[config.mk]
export PLATFORM = sky130hd
export DESIGN_NAME = dma_copy_engine_flat
export DESIGN_NICKNAME = d
export VERILOG_FILES = /design/src/rtl/dma_copy_engine_if.sv /design/src/rtl/dma_copy_engine.sv /design/src/flat_wrapper.sv
export SDC_FILE = /design/constraint.sdc
export NUM_CORES = 1
export LEC_CHECK = 0
export ABC_CLOCK_PERIOD_IN_PS = 3700
export BUFFER_PORTS_ARGS = -buffer_cell sky130_fd_sc_hd__buf_2
export CAP_MARGIN = 20
export CELL_PAD_IN_SITES_DETAIL_PLACEMENT = 0
export CELL_PAD_IN_SITES_GLOBAL_PLACEMENT = 1
export CORE_MARGIN = 10
export CORE_UTILIZATION = 30
export DETAILED_ROUTE_END_ITERATION = 6
export GPL_ROUTABILITY_DRIVEN = 0
export PLACE_DENSITY_LB_ADDON = 0.1
export SLEW_MARGIN = 25
export SYNTH_ARGS = -nofsm -noshare
export SYNTH_HDL_FRONTEND = slang
export SYNTH_SLANG_ARGS = --single-unit
export TNS_END_PERCENT = 50
[constraint.sdc]
create_clock -name clk -period 3.7 [get_ports clk]
set_clock_uncertainty 0.1 [all_clocks]
set_input_delay 1.11 -clock clk [delete_from_list [all_inputs] [get_ports clk]]
set_output_delay 1.11 -clock clk [all_outputs]
set_load 0.03 [all_outputs]
[src/rtl/dma_copy_engine_if.sv]
// DMA bus bundle between the copy engine (master) and memory/core (slave).
//   dma_addr  : byte address, bit 0 always 0       (master -> slave)
//   dma_en    : request                            (master -> slave)
//   dma_we    : byte write enables, 11 write/00 rd (master -> slave)
//   dma_din   : write data                         (master -> slave)
//   dma_dout  : read data, valid the cycle after accept (slave -> master)
//   dma_ready : accept when dma_en && dma_ready    (slave -> master)
//   dma_resp  : bus error, sampled in accept cycle (slave -> master)
interface dma_copy_engine_if;
  logic [15:0] dma_addr;
  logic        dma_en;
  logic [1:0]  dma_we;
  logic [15:0] dma_din;
  logic [15:0] dma_dout;
  logic        dma_ready;
  logic        dma_resp;

  modport master (
    output dma_addr, dma_en, dma_we, dma_din,
    input  dma_dout, dma_ready, dma_resp
  );

  modport slave (
    input  dma_addr, dma_en, dma_we, dma_din,
    output dma_dout, dma_ready, dma_resp
  );
endinterface

[src/rtl/dma_copy_engine.sv]
// Word-granular DMA copy engine. Copies len 16-bit words from src_addr to
// dst_addr, one read then one write per word, refusing any command whose
// source or destination span is misaligned, wraps past 16'hFFFF, or touches
// the secure window [SMEM_BASE, SMEM_BASE+SMEM_SIZE-1].
//   clk, reset          : clock, asynchronous active-high reset
//   start               : command strobe, sampled only in IDLE
//   src_addr/dst_addr   : even byte addresses
//   len                 : word count, 0..255
//   abort               : level, terminates an active command
//   dma                 : bus master port (see dma_copy_engine_if)
//   busy                : high in RD, CAP, WR
//   done                : one-cycle pulse ending every accepted command
//   err, err_code       : result of the last command (01 param, 10 secure,
//                         11 bus error/abort), held until the next start
module dma_copy_engine #(
  parameter logic [15:0] SMEM_BASE = 16'hE000,
  parameter logic [15:0] SMEM_SIZE = 16'h1000
) (
  input  logic              clk,
  input  logic              reset,
  input  logic              start,
  input  logic [15:0]       src_addr,
  input  logic [15:0]       dst_addr,
  input  logic [7:0]        len,
  input  logic              abort,
  dma_copy_engine_if.master dma,
  output logic              busy,
  output logic              done,
  output logic              err,
  output logic [1:0]        err_code
);

  localparam logic [2:0] S_IDLE = 3'd0;
  localparam logic [2:0] S_RD   = 3'd1;
  localparam logic [2:0] S_CAP  = 3'd2;
  localparam logic [2:0] S_WR   = 3'd3;
  localparam logic [2:0] S_FIN  = 3'd4;

  localparam logic [1:0] E_NONE   = 2'b00;
  localparam logic [1:0] E_PARAM  = 2'b01;
  localparam logic [1:0] E_SECURE = 2'b10;
  localparam logic [1:0] E_BUS    = 2'b11;

  localparam logic [16:0] WIN_LO = {1'b0, SMEM_BASE};
  localparam logic [16:0] WIN_HI = {1'b0, SMEM_BASE} + {1'b0, SMEM_SIZE} - 17'd1;

  logic [2:0]  state_q, state_d;
  logic [15:0] src_q, src_d, dst_q, dst_d, buf_q, buf_d;
  logic [7:0]  cnt_q, cnt_d;
  logic        err_q, err_d;
  logic [1:0]  code_q, code_d;
  logic        en_q, en_d, busy_q, busy_d, done_q, done_d;
  logic [1:0]  we_q, we_d;
  logic [15:0] addr_q, addr_d, din_q, din_d;

  // Span checks in 17 bits so a span running past 16'hFFFF shows up in bit 16.
  // A zero-length command has no span, so only alignment is checked for it.
  logic [16:0] span_bytes, src_end, dst_end;
  logic        bad_param, sec_hit, accept;

  assign span_bytes = {8'd0, len, 1'b0};
  assign src_end    = {1'b0, src_addr} + span_bytes - 17'd1;
  assign dst_end    = {1'b0, dst_addr} + span_bytes - 17'd1;
  assign bad_param  = src_addr[0] | dst_addr[0] |
                      ((len != 8'd0) & (src_end[16] | dst_end[16]));
  assign sec_hit    = (len != 8'd0) &
                      ((({1'b0, src_addr} <= WIN_HI) & (src_end >= WIN_LO)) |
                       (({1'b0, dst_addr} <= WIN_HI) & (dst_end >= WIN_LO)));
  assign accept     = en_q & dma.dma_ready;

  always_comb begin
    state_d = state_q;
    src_d   = src_q;
    dst_d   = dst_q;
    cnt_d   = cnt_q;
    buf_d   = buf_q;
    err_d   = err_q;
    code_d  = code_q;
    case (state_q)
      S_IDLE: begin
        if (start) begin
          src_d  = src_addr;
          dst_d  = dst_addr;
          cnt_d  = len;
          err_d  = 1'b0;
          code_d = E_NONE;
          if (bad_param) begin
            state_d = S_FIN; err_d = 1'b1; code_d = E_PARAM;
          end else if (sec_hit) begin
            state_d = S_FIN; err_d = 1'b1; code_d = E_SECURE;
          end else if (len == 8'd0) begin
            state_d = S_FIN;
          end else begin
            state_d = S_RD;
          end
        end
      end
      S_RD: begin
        if (abort || (accept && dma.dma_resp)) begin
          state_d = S_FIN; err_d = 1'b1; code_d = E_BUS;
        end else if (accept) begin
          state_d = S_CAP;
        end
      end
      S_CAP: begin
        if (abort) begin
          state_d = S_FIN; err_d = 1'b1; code_d = E_BUS;
        end else begin
          buf_d   = dma.dma_dout;
          state_d = S_WR;
        end
      end
      S_WR: begin
        // An accepted write is issued even if abort wins the state decision.
        if (accept) begin
          src_d = src_q + 16'd2;
          dst_d = dst_q + 16'd2;
          cnt_d = cnt_q - 8'd1;
        end
        if (abort || (accept && dma.dma_resp)) begin
          state_d = S_FIN; err_d = 1'b1; code_d = E_BUS;
        end else if (accept) begin
          state_d = (cnt_d != 8'd0) ? S_RD : S_FIN;
        end
      end
      S_FIN:   state_d = S_IDLE;
      default: state_d = S_IDLE;
    endcase

    // Outputs are decoded from the next state so they leave the flops together.
    en_d   = (state_d == S_RD) || (state_d == S_WR);
    we_d   = (state_d == S_WR) ? 2'b11 : 2'b00;
    addr_d = (state_d == S_RD) ? src_d : ((state_d == S_WR) ? dst_d : '0);
    din_d  = (state_d == S_WR) ? buf_d : '0;
    busy_d = (state_d == S_RD) || (state_d == S_CAP) || (state_d == S_WR);
    done_d = (state_d == S_FIN);
  end

  always_ff @(posedge clk or posedge reset) begin
    if (reset) begin
      state_q <= S_IDLE;
      src_q   <= '0;
      dst_q   <= '0;
      cnt_q   <= '0;
      buf_q   <= '0;
      err_q   <= 1'b0;
      code_q  <= E_NONE;
      en_q    <= 1'b0;
      we_q    <= '0;
      addr_q  <= '0;
      din_q   <= '0;
      busy_q  <= 1'b0;
      done_q  <= 1'b0;
    end else begin
      state_q <= state_d;
      src_q   <= src_d;
      dst_q   <= dst_d;
      cnt_q   <= cnt_d;
      buf_q   <= buf_d;
      err_q   <= err_d;
      code_q  <= code_d;
      en_q    <= en_d;
      we_q    <= we_d;
      addr_q  <= addr_d;
      din_q   <= din_d;
      busy_q  <= busy_d;
      done_q  <= done_d;
    end
  end

  assign dma.dma_en   = en_q;
  assign dma.dma_we   = we_q;
  assign dma.dma_addr = addr_q;
  assign dma.dma_din  = din_q;
  assign busy         = busy_q;
  assign done         = done_q;
  assign err          = err_q;
  assign err_code     = code_q;

endmodule

[src/flat_wrapper.sv]
// flat-port wrapper written by rule: the top's interface ports become plain ports
module dma_copy_engine_flat 
#(
  parameter logic [15:0] SMEM_BASE = 16'hE000,
  parameter logic [15:0] SMEM_SIZE = 16'h1000
)
  (clk, reset, start, src_addr, dst_addr, len, abort, busy, done, err, err_code, dma_dma_addr, dma_dma_en, dma_dma_we, dma_dma_din, dma_dma_dout, dma_dma_ready, dma_dma_resp);
  dma_copy_engine_if dma_i ();
  input  logic clk;
  input  logic reset;
  input  logic start;
  input  logic [15:0] src_addr;
  input  logic [15:0] dst_addr;
  input  logic [7:0] len;
  input  logic abort;
  output logic busy;
  output logic done;
  output logic err;
  output logic [1:0] err_code;
  output wire logic [$bits(dma_i.dma_addr)-1:0] dma_dma_addr;
  output wire logic [$bits(dma_i.dma_en)-1:0] dma_dma_en;
  output wire logic [$bits(dma_i.dma_we)-1:0] dma_dma_we;
  output wire logic [$bits(dma_i.dma_din)-1:0] dma_dma_din;
  input wire logic [$bits(dma_i.dma_dout)-1:0] dma_dma_dout;
  input wire logic [$bits(dma_i.dma_ready)-1:0] dma_dma_ready;
  input wire logic [$bits(dma_i.dma_resp)-1:0] dma_dma_resp;
  assign dma_dma_addr = dma_i.dma_addr;
  assign dma_dma_en = dma_i.dma_en;
  assign dma_dma_we = dma_i.dma_we;
  assign dma_dma_din = dma_i.dma_din;
  assign dma_i.dma_dout = dma_dma_dout;
  assign dma_i.dma_ready = dma_dma_ready;
  assign dma_i.dma_resp = dma_dma_resp;
  dma_copy_engine #(.SMEM_BASE(SMEM_BASE), .SMEM_SIZE(SMEM_SIZE)) u_core (.clk(clk), .reset(reset), .start(start), .src_addr(src_addr), .dst_addr(dst_addr), .len(len), .abort(abort), .dma(dma_i), .busy(busy), .done(done), .err(err), .err_code(err_code));
endmodule
Word-level counts from Yosys, hierarchy flattened
Cells that the tools add are included.

Flip-flop bits (word level): 99. Output and inout port bits: 40. Logic and storage cells: 96.

Add/subtract/negate cells: 7. $lt $le $gt $ge: 4. Eq/ne operators: 10. Multiplexer cells: 39. Bitwise logic cells: 9. Reduce and logical (&&, ||, !) cells: 14.

Operators by type and width (count): $mux W16 (9); $pmux W16 S2 (2); $add A16 B9 Y17 (2); $ge A17 B16 Y1 const B (2); $sub A17 B1 Y17 const B (2); $add A16 B2 Y16 const B (2); $le A16 B16 Y1 const B (2); $mux W3 (10); $mux W8 (3); $pmux W8 S2 (1); $reduce_bool A8 Y1 (2); $eq A3 B2 Y1 const B (4); $mux W2 (6); $pmux W3 S4 (1); $logic_not A8 Y1 (1); $sub A8 B1 Y8 const B (1); $eq A3 B1 Y1 const B (2); $pmux W2 S3 (1); $and A1 B1 Y1 (5); $mux W1 (5); $logic_or A1 B1 Y1 (4); $ne A2 B2 Y1 const B (2); $or A1 B1 Y1 (4); $reduce_and A4 Y1 (1); 9 further kinds (9).

Longest topological paths before layout
Depth in word-level cells: 13. Depth in mapped cells: 14. Gate-level depth less buffers: 12.

Least setup slack after synthesis
No wires, ideal clock.

Kind: input port to flip-flop. From: input port len[5]. To: register u_core.addr_q[10], in the netlist u_core.dma.dma_addr[10]. Library setup time: 0.067 ns. Data arrival time: 3.741 ns. Data required time: 3.533 ns. Path slack: -0.207 ns. Cell stages on the path: 13. Path buffers: 2. Cells stage by stage: inv_1 -> ha_1 -> inv_1 -> ha_1 -> a211o_1 -> o2111a_1 -> or4_1 -> and4b_1 -> a22oi_4 -> and2_4 -> buf_8 -> buf_12 -> a41o_1.

Cells in the longest elaborated chain, start to end: 13.

Ends and longest elaborated chain: from (decl) (RTL line flat_wrapper.sv:14) `input logic [7:0] len;`; $add A16 B9 Y17 (on tied branches) (RTL line dma_copy_engine.sv:62, dma_copy_engine.sv:63); $sub A17 B1 Y17 (on tied branches) (RTL line dma_copy_engine.sv:62, dma_copy_engine.sv:63); $ge A17 B16 Y1 (on tied branches) (RTL line dma_copy_engine.sv:67, dma_copy_engine.sv:68); $and A1 B1 Y1 (on tied branches) (RTL line dma_copy_engine.sv:67, dma_copy_engine.sv:68); $or A1 B1 Y1 (RTL line dma_copy_engine.sv:67) `((({1'b0, src_addr} <= WIN_HI) & (src_end >= WIN_LO)) |`; $and A1 B1 Y1 (RTL line dma_copy_engine.sv:66) `assign sec_hit = (len != 8'd0) &`; $mux W3 (RTL line dma_copy_engine.sv:89) `end else if (sec_hit) begin`; $mux W3 (*) (RTL line dma_copy_engine.sv:87) `if (bad_param) begin`; $mux W3 (*) (RTL line dma_copy_engine.sv:81) `if (start) begin`; $pmux W3 S4 (*) (RTL line dma_copy_engine.sv:79) `case (state_q)`; $eq A3 B2 Y1 (RTL line dma_copy_engine.sv:133) `addr_d = (state_d == S_RD) ? src_d : ((state_d == S_WR) ? dst_d : '0);`; $mux W16 (RTL line dma_copy_engine.sv:133); $mux W16 (*) (RTL line dma_copy_engine.sv:133); named net u_core.addr_d[10] (RTL line dma_copy_engine.sv:54) `logic [15:0] addr_q, addr_d, din_q, din_d;`; to (signal assigned) (RTL line dma_copy_engine.sv:164) `addr_q <= addr_d;`; to (decl) (RTL line dma_copy_engine.sv:54).

Mark *: on every way through the listed nets, which the timed path passes. The rest lies on a longest branch. A chain may end at the register's enable or synchronous reset.

Final worst setup path
From: input port dst_addr[1]. To: register u_core.addr_q[3], in the netlist u_core.dma.dma_addr[3].

Cells in the longest elaborated chain, start to end: 13.

Ends and longest elaborated chain: from (decl) (RTL line flat_wrapper.sv:13) `input logic [15:0] dst_addr;`; $add A16 B9 Y17 (RTL line dma_copy_engine.sv:63) `assign dst_end = {1'b0, dst_addr} + span_bytes - 17'd1;`; $sub A17 B1 Y17 (RTL line dma_copy_engine.sv:63); $ge A17 B16 Y1 (RTL line dma_copy_engine.sv:68) `(({1'b0, dst_addr} <= WIN_HI) & (dst_end >= WIN_LO)));`; $and A1 B1 Y1 (RTL line dma_copy_engine.sv:68); $or A1 B1 Y1 (RTL line dma_copy_engine.sv:67); $and A1 B1 Y1 (RTL line dma_copy_engine.sv:66); $mux W3 (RTL line dma_copy_engine.sv:89); $mux W3 (*) (RTL line dma_copy_engine.sv:87); $mux W3 (*) (RTL line dma_copy_engine.sv:81); $pmux W3 S4 (*) (RTL line dma_copy_engine.sv:79); $eq A3 B2 Y1 (RTL line dma_copy_engine.sv:133); $mux W16 (RTL line dma_copy_engine.sv:133); $mux W16 (*) (RTL line dma_copy_engine.sv:133); named net u_core.addr_d[3] (RTL line dma_copy_engine.sv:54).

Marked as above.

==> metrics.csv <==
metric,value,unit
Cell Rows,53,
hold_buf cts,0,
HP Class,flop to flop,
# DRC,0,
Die Span Y,167.0,um
status,"finished, final reports clean",
share of layout cells above drive strength 1,34.12,%
Total GRT Usage,15.65,%
"commonest cells after routing, fill and taps aside","buf_2 (100), dfrtp_1 (98), buf_4 (95)",
Starting DRT DRC Count,362,
Placed Area,8009,um^2
Final ANT Viol Nets,0,
number of max-cap violations,0,
total number of yosys warnings,0,
Initial Util,30.63,%
"Seq/Total Area, Yosys",37.85,%
NumNets Final,1005,
#FFs+latches synth,98,
first-pass GRT wire length,35.73,mm
finished layout cell area,8576,um^2
"EDFF count, synth",0,
ant diodes,0,
"Max FO, Critical Path",3,
H-tree depth,3,
worst-path cell chain,buf_2 -> inv_2 -> ha_4 -> nand2b_4 -> fa_2 -> nor2b_2 -> buf_4 -> nor2_1 -> o211ai_1 -> mux2i_1 -> nor4_2 -> a41oi_4 -> buf_4 -> and4b_2 -> a211o_1,
Max Clk Rate,271.9,MHz
Max clock buf depth,2,
slew margin rel.,31.76,%
area grow syn2layout,32.37,%
drt pass-1 iters,5,
PortBufs,101,
Skew-Pair Late Insertion Delay,350,ps
CP max stage cell,fa_2,
Die ar.,27870,um^2
via count,6107,
Worst Path Required,3840,ps
Critical Path Sink Type,flop,
CP dominant cell by count,buf_4,
Pwr Density,368.4,nW/um^2
Hold WS,396.5,ps
slew of the pin with the lowest slew margin,1011,ps
cts bufs inserted,9,
Leak,4.154,nW
initial antenna violation count,0,
IO Pins,102,
Final min period,3678,ps
Area contributors post-synth,"dfrtp_1 (38%), ha_1 (11%), inv_1 (4.6%)",
setup slack at placement,-397.7,ps
clock root cell,clkbuf_16,
Final Total Pwr,3.159,mW
synthesized net count,821,
CTS tree,built,
top-area cell type share of the netlist area,37.85,%
Final period util,99.42,%
RSZ-0062 raised after global routing,yes,
Via density,5.238,
asr flop ratio synth,100.0,%
largest net degree at the start of global routing,40,
placed insts,1144,
VDD IR-drop max,208.0,uV
vias in the first global route,6386,
setup violators final,0,
Worst setup SP type,input port,
Avg Inst Size Synth,9.229,um^2
Crit Path Class,input port to flop,
clock-pin slew on the worst setup and hold paths,80,ps
post-synthesis instance total,702,
Detailed Route WL,22.31,mm
smallest setup slack after layout,21.50,ps
Die Width,167.0,um
TNS Setup,0,ps
Post-Syn Area,6479,um^2
"Distinct cells, synth",74,
"most common cell after layout, fill and taps aside",buf_2,
critical path data arrival time,3810,ps
Core ar.,21150,um^2
clock sink total,98,
Hold Path Depth,1,
fin cells,1166,
utilization after layout,40.54,%
post-DP HPWL,17.69,mm
Main synth FF type,dfrtp_1,
R2R depth,9,
Critical Path Max Stage Delay,340,ps
cell accounting for the most synthesized area,dfrtp_1,
total grt overflow,0,
average wire per standard cell,19.13,um
Final Hold Vio Count,0,
Final Max Slew Viols,0,
-- state kept, by name, summed over array words and instances (netlist names) --
signal and cells:
u_core.buf_q 16, u_core.dma.dma_addr 16, u_core.dma.dma_din 16, u_core.dst_q 16, u_core.src_q 16, u_core.cnt_q 8
u_core.state_q 3, u_core.err_code 2, u_core.busy 1, u_core.dma.dma_en 1, u_core.dma.dma_we 1, u_core.done 1
u_core.err 1
-- synthesized netlist by cell type (3+ instances only) --
master	n
a221o_1	8
buf_2	5
a21oi_1	34
mux2i_1	3
or3_1	6
o221ai_1	13
a22o_1	6
a31o_1	3
inv_1	80
nand4_1	29
or2_2	3
xor2_1	3
o311ai_0	4
ha_1	55
o211ai_1	10
and3_1	9
nor2_1	37
o22ai_1	3
nand3_1	13
nor4_1	9
o21ai_0	40
nor3_1	18
and2_1	9
xnor2_1	6
mux2_2	18
clkbuf_1	21
a22oi_1	8
a21o_1	6
a221o_2	3
nor2b_1	19
a41o_1	4
nand2_1	45
dfrtp_1	98
a31oi_1	13
nand2b_1	6
a211oi_1	6
-- kinds of logic after synthesis --
group,after synthesis,synth area share [%]
AO/OA/AOI/OAI,189,20.93
buffers and inverters,109,6.895
AND/OR/NAND/NOR,218,18.02
multiplexers,21,3.592
adder cells (fa/ha/maj),57,11.24
flip-flops,98,37.85
XOR/XNOR,10,1.468
-- metal layers --
layer	part of all wire (%)	GRT usage, %	routed length (um)	vias to the layer above
met5	0	0	0	-
met4	2.4	5.193	539	0
met3	5.3	3.460	1181	24
met2	45	24.09	9969	179
met1	48	21.14	10620	2960
li1	-	-	-	2944
-- worst max-delay path, delay by kind of cell --
family,cells,cell delay (ps)
simple gates,5,810
compound gates,3,730
fa+ha+maj,2,540
buf+inv,4,490
mux,1,130
-- cell type report --
type	instances	area, um^2
clock buffer	9	225.2
clock inverter	7	78.83
multi-input combinational	496	3860
inverter	80	307.8
timing repair buffer	201	1308
tap	275	344.1
sequential	98	2452
fill	2088	12580
-- timing repair --
action	in CTS	in global routing
pin swaps	4	23
cloned	0	1
setup buffers	2	3
setup endpoints to repair	4	22
resized for setup	4	43
-- power by group --
group / total (mW) / internal [mW] / switching (mW) / leakage, nW
logic: 0.905 / 0.409 / 0.497 / 2.72
registers: 1.29 / 1.19 / 0.104 / 1.28
clock network: 0.963 / 0.484 / 0.479 / 0.150
-- path summary, 6_finish.rpt --
check                                           from                                 to  slack, ps
hold reg to reg            u_core.buf_q[7]$_DFF_PP0_          u_core.buf_q[7]$_DFF_PP0_        400
setup reg to reg           u_core.dst_q[1]$_DFF_PP0_  u_core.dma.dma_addr[15]$_DFF_PP0_        870
min in group asynchronous                      reset        u_core.state_q[1]$_DFF_PP0_        670
hold / removal             u_core.buf_q[7]$_DFF_PP0_          u_core.buf_q[7]$_DFF_PP0_        400
setup / recovery                         dst_addr[1]   u_core.dma.dma_addr[3]$_DFF_PP0_         20
max in group asynchronous                      reset  u_core.dma.dma_addr[15]$_DFF_PP0_       2190
(Power assumes the default switching activity.)
